$ cat config.mk
export PLATFORM = sky130hd
export DESIGN_NAME = seq_cla_adder_32
export DESIGN_NICKNAME = d
export VERILOG_FILES = /design/src/rtl/seq_cla_adder_32.sv
export SDC_FILE = /design/constraint.sdc
export NUM_CORES = 1
export LEC_CHECK = 0
export CAP_MARGIN = 20
export CORE_MARGIN = 2
export CORE_UTILIZATION = 63
export DETAILED_ROUTE_END_ITERATION = 7
export DONT_BUFFER_PORTS = 1
export PLACE_DENSITY = 0.81
export SYNTH_ARGS = -nofsm -noshare
export SYNTH_HDL_FRONTEND = slang
export SYNTH_SLANG_ARGS = --single-unit
$ cat constraint.sdc
create_clock -name clk -period 4.2 [get_ports clk]
set_input_delay 0.42 -clock clk [delete_from_list [all_inputs] [get_ports clk]]
set_output_delay 0.42 -clock clk [all_outputs]
set_load 0.005 [all_outputs]
$ cat src/rtl/seq_cla_adder_32.sv
// rtl/seq_cla_adder_32.sv - multi-cycle 32-bit lookahead adder/subtractor
//
// Adds or subtracts two WIDTH-bit operands one CHUNK-bit slice per clock.
// Inside a slice, carries come from two levels of 4-bit lookahead. Between
// slices, the carry is held in a register (carry_r).
//
// Ports:
//   clk, rst     rising-edge clock, synchronous active-high reset
//   start        operation request, accepted whenever busy=0
//   a, b         operands, latched on an accepted start
//   cin          carry-in for add (ignored when sub=1)
//   sub          1: a - b (a + ~b + 1), 0: a + b + cin
//   busy         high while slices are being computed
//   done         one-cycle pulse when sum and flags are final
//   sum          result, held until the next accepted start
//   cout         carry out of the MSB
//   overflow     signed overflow (carry into MSB xor carry out)
//   zero         final sum is all zeros
module seq_cla_adder_32 #(
  parameter int WIDTH = 32,
  parameter int CHUNK = 8
) (
  input  logic             clk,
  input  logic             rst,
  input  logic             start,
  input  logic [WIDTH-1:0] a,
  input  logic [WIDTH-1:0] b,
  input  logic             cin,
  input  logic             sub,
  output logic             busy,
  output logic             done,
  output logic [WIDTH-1:0] sum,
  output logic             cout,
  output logic             overflow,
  output logic             zero
);

  localparam int N  = WIDTH / CHUNK;
  localparam int NG = CHUNK / 4;
  localparam int KW = (N > 1) ? $clog2(N) : 1;

  typedef enum logic [1:0] {S_IDLE, S_RUN, S_DONE} state_t;

  state_t           state;
  state_t           state_next;
  logic [WIDTH-1:0] a_r;
  logic [WIDTH-1:0] b_r;
  logic             carry_r;
  logic [KW-1:0]    k;

  logic             accept;
  logic             last;
  logic [CHUNK-1:0] sa;
  logic [CHUNK-1:0] sb;
  logic [CHUNK-1:0] p;
  logic [CHUNK-1:0] g;
  logic [CHUNK-1:0] c;
  logic [CHUNK-1:0] slice_sum;
  logic [NG-1:0]    gp;
  logic [NG-1:0]    gg;
  logic [NG:0]      gc;
  logic [WIDTH-1:0] sum_next;

  assign accept = start && (state != S_RUN);
  assign last   = (k == KW'(N - 1));
  assign busy   = (state == S_RUN);
  assign done   = (state == S_DONE);

  always_ff @(posedge clk) begin
    if (rst) begin
      state <= S_IDLE;
    end else begin
      state <= state_next;
    end
  end

  always_comb begin
    state_next = state;
    case (state)
      S_IDLE:  if (start) state_next = S_RUN;
      S_RUN:   if (last) state_next = S_DONE;
      S_DONE:  state_next = start ? S_RUN : S_IDLE;
      default: state_next = S_IDLE;
    endcase
  end

  // Slice datapath. Every carry is written as a flat sum of products:
  // acc collects the generate terms and pre the running propagate product.
  // No carry ripples through another carry's logic.
  always_comb begin : slice_logic
    logic acc;
    logic pre;
    acc       = 1'b0;
    pre       = 1'b0;
    gp        = '0;
    gg        = '0;
    gc        = '0;
    c         = '0;
    sa        = a_r[k*CHUNK +: CHUNK];
    sb        = b_r[k*CHUNK +: CHUNK];
    p         = sa ^ sb;
    g         = sa & sb;

    // First level: group propagate/generate of each 4-bit group.
    for (int j = 0; j < NG; j++) begin
      gp[j] = &p[4*j +: 4];
      acc   = g[4*j+3];
      pre   = p[4*j+3];
      for (int m = 2; m >= 0; m--) begin
        acc = acc | (pre & g[4*j+m]);
        pre = pre & p[4*j+m];
      end
      gg[j] = acc;
    end

    // Second level: group carries from carry_r. gc[NG] is the slice carry-out.
    gc[0] = carry_r;
    for (int j = 0; j < NG; j++) begin
      acc = gg[j];
      pre = gp[j];
      for (int m = j - 1; m >= 0; m--) begin
        acc = acc | (pre & gg[m]);
        pre = pre & gp[m];
      end
      gc[j+1] = acc | (pre & carry_r);
    end

    // First level again: bit carries within each group from its group carry.
    for (int j = 0; j < NG; j++) begin
      c[4*j] = gc[j];
      for (int i = 0; i < 3; i++) begin
        acc = g[4*j+i];
        pre = p[4*j+i];
        for (int m = i - 1; m >= 0; m--) begin
          acc = acc | (pre & g[4*j+m]);
          pre = pre & p[4*j+m];
        end
        c[4*j+i+1] = acc | (pre & gc[j]);
      end
    end

    slice_sum                   = p ^ c;
    sum_next                    = sum;
    sum_next[k*CHUNK +: CHUNK]  = slice_sum;
  end

  always_ff @(posedge clk) begin
    if (rst) begin
      a_r      <= '0;
      b_r      <= '0;
      carry_r  <= 1'b0;
      k        <= '0;
      sum      <= '0;
      cout     <= 1'b0;
      overflow <= 1'b0;
      zero     <= 1'b0;
    end else if (accept) begin
      // Subtraction is a + ~b + 1, so the inversion and the +1 are applied
      // here and the slice logic only ever adds.
      a_r     <= a;
      b_r     <= sub ? ~b : b;
      carry_r <= sub | cin;
      k       <= '0;
      sum     <= '0;
    end else if (state == S_RUN) begin
      sum     <= sum_next;
      carry_r <= gc[NG];
      if (last) begin
        k        <= '0;
        cout     <= gc[NG];
        overflow <= c[CHUNK-1] ^ gc[NG];
        zero     <= (sum_next == '0);
      end else begin
        k <= k + 1'b1;
      end
    end
  end

endmodule

==> out/results.tsv <==
stage	metric	value	unit
clocking	cts_tree	built	
setup_path	cp-start-kind	flop	
clocking	ctsRootBufferMaster	clkbuf_8	
sta	rsz0062_at_grt	false	
sta	tightest_slew	0.964	ns
routing	drt_wl_total	12100	µm
clocking	cts_setup_buffers	0	
setup_path	path_buf_inv	1	
yosys	syn_avg_cell_area	8.81	µm²
yosys	yosys.area.top_type_share	41.0	%
grt	grt_pass1_wl	19300	µm
power	ir_worst_vdd	0.268	mV
yosys	syn-cell-area	5080	µm²
floorplanning	dieArea	8790	µm²
clocking	ctsResizeCount	0	
yosys	synthMuxAreaShare	7.49	%
routing	post_drt_wl_per_cell	18.2	µm
yosys	yosysTopAreaCell	dfxtp_1	
layout	layout.cells.non_filler	661	
sta	hold_viol_final	0	
grt	antenna_found_initial	0	
placement	postPlaceCellArea	5080	µm²
setup_path	critical_path_arrival	4.05	ns
routing	via_per_inst	6.20	
sta	clock.fmax	264	MHz
clocking	hold_buffers	0	
yosys	synth_compound_area_share	17.7	%
placement	numPortBuffers	0	
power	power_density	394	nW/µm²
layout	syn_to_final_growth	4.76	%
worst_hold_path	hold_path.class	in -> reg	
layout	finalInstanceArea	5320	µm²
placement	dp.cells	645	
run	max_cap_viol_count	0	
sta	clock-skew-final	0.0131	ns
sta	finalCriticalPeriod	3.79	ns
yosys	ys_ff_latch	104	
layout	fillers	631	
floorplanning	io_pins	106	
yosys	syn_inst	576	
yosys	synth_adder_area_share	4.24	%
yosys	synth_common_cells	dfxtp_1, nand2_1, nor2_1, a21oi_1, xnor2_1	
routing	dr.first_iter.drc_count	302	
setup_path	startpoint	k[0]	
clocking	clk_pin_slew	0.09	ns
setup_path	path_delay_family	compound AO/OA/AOI/OAI gates	
yosys	synth.distinct_cells	56	
yosys	yosysMostFrequentCell	dfxtp_1	
sta	slew_viol_final	0	
sta	relSlewSlack	35.6	%
yosys	ys_dominant_reg_cell	dfxtp_1	
placement	hpwlAfterDp	8770	µm
routing	post-route-drc-count	0	
yosys	seq_area_frac_synth	41.0	%
clocking	cts_buffers	9	
power	p_leak	1.84	nW
layout	final_util	68.5	%
setup_path	critPathKind	reg -> reg	
floorplanning	row_count	32	
setup_path	r2r-start	k[0]	
floorplanning	fp.dieH	93.8	µm
yosys	synth_top_family_by_area	simple AND/OR/NAND/NOR gates	
routing	dr.pass1.iters	5	
placement	gp_congestion	0.935	
yosys	synth_edf_count	0	
sta	fin_crit_sh	90.1	%
routing	ant_nets	0	
worst_hold_path	min_from	rst	
routing	vias	4096	
sta	finalSetupViolations	0	
setup_path	slowest_delay	0.54	ns
yosys	yosys-top-cells-area	dfxtp_1, mux4_2, nand2_1	
sta	setup_tns	0	ns
clocking	htreeDepth	3	
layout	n_antenna_cell	0	
setup_path	cp.required	4.46	ns
setup_path	critPathSlowestCell	mux4_2	
setup_path	path_cells	buf_4 -> mux4_2 -> ha_1 -> and3_4 -> o21a_4 -> o21a_1 -> or2_2 -> fa_1 -> xor2_1 -> nor4_1 -> a41oi_1 -> o21ai_1	
setup_path	endpoint_kind	flop	
clocking	insertion_delay	0.37	ns
layout	fin_nets	640	
setup_path	path_max_fanout	7	
yosys	synthArstFlopShare	0	%
grt	grt_max_degree	97	
yosys	synth-simple-area-share	19.3	%
grt	grt_pass1_vias	3847	
floorplanning	die_x	93.8	µm
clocking	cts.sinks	104	
outcome	status	finished clean	
clocking	cts.path.max_buffers	2	
floorplanning	coreArea	7770	µm²
layout	drive_gt1_share	9.12	%
sta	holdWs	0.119	ns
yosys	synth_nets	661	
yosys	yosys_warnings	0	
grt	grt.overflow.total	0	
grt	track_usage	28.3	%
yosys	synth_xor_area_share	6.04	%
floorplanning	initial_core_util	65.4	%
## path summary, 6_finish.rpt
check	slack, ns	to	depth (start not counted)
setup / recovery	0.41	zero	12
hold / removal	0.12	a_r[4]	1
setup reg to reg	0.41	zero	12
hold reg to reg	0.45	a_r[5]	2
## worst register-to-register path, delay by kind of cell (launching register included)
kind,cells,cell delay (ns)
buf+inv,1,0.24
mux,1,0.54
compound gates,4,0.80
flops,1,0.46
simple gates,3,0.60
xor+xnor,1,0.39
fa+ha+maj,2,0.68
## state kept, by name, summed over array words and instances, names as in the netlist
signal and flops:
overflow 1, a_r 32, k 2, carry_r 1, sum 32, cout 1
state 2, zero 1, b_r 32
## layout make-up
cell class / instances / area (µm²) / area share, %
Multi-Input combinational cell: 422 / 2790 / 52.5
Clock buffer: 10 / 138 / 2.59
Sequential cell: 104 / 2080 / 39.2
Tap cell: 102 / 128 / 2.40
Inverter: 12 / 45.0 / 0.847
Clock inverter: 5 / 81.3 / 1.53
Timing Repair Buffer: 6 / 52.6 / 0.988
## metal layers
layer  share of wire [%]  wire, µm  GRT usage, %  up-vias
met4                 2.6       317          10.4        0
met3                 7.7       932          6.82       30
met2                  47      5670          44.6      171
li1                    -         -             -     1988
met5                   0         0             0        -
met1                  43      5130          37.8     1907
## cells in the final DEF, fill, tap and decap left out, types with 2 or more instances in the layout
cell	count
a211oi_1	33
a21o_1	5
a21oi_1	61
a22oi_1	9
buf_4	5
bufinv_16	2
clkbuf_8	10
dfxtp_1	104
fa_1	2
ha_1	14
inv_1	11
mux2i_1	2
mux4_2	16
nand2_1	93
nand2b_1	3
nand3_1	9
nand4_1	7
nor2_1	68
nor3_1	4
nor4_1	11
o211ai_1	4
o21ai_0	2
o21ai_1	4
or3_1	11
xnor2_1	34
## cells by family after synthesis
kind of cell             after synthesis
AND/OR/NAND/NOR                      220
buffers and inverters                 50
adder cells (fa/ha/maj)               16
multiplexers                          18
XOR/XNOR                              35
flip-flops                           104
AO/OA/AOI/OAI                        133
## power by group
part	switching (mW)	total (mW)	internal, mW
clock	0.336	0.685	0.349
combinational	0.199	0.335	0.136
sequential	0.0349	1.07	1.04
## metrics by stage
step           worst slack (ns)  total power, mW
6_report                  0.414             2.09
5_1_grt                   0.185             2.18
4_1_cts                   0.428             2.08
3_5_place_dp              0.436             1.42
3_3_place_gp              0.555             1.41
2_1_floorplan             0.578             1.36
Note: power is estimated with default switching activity, not from simulation.
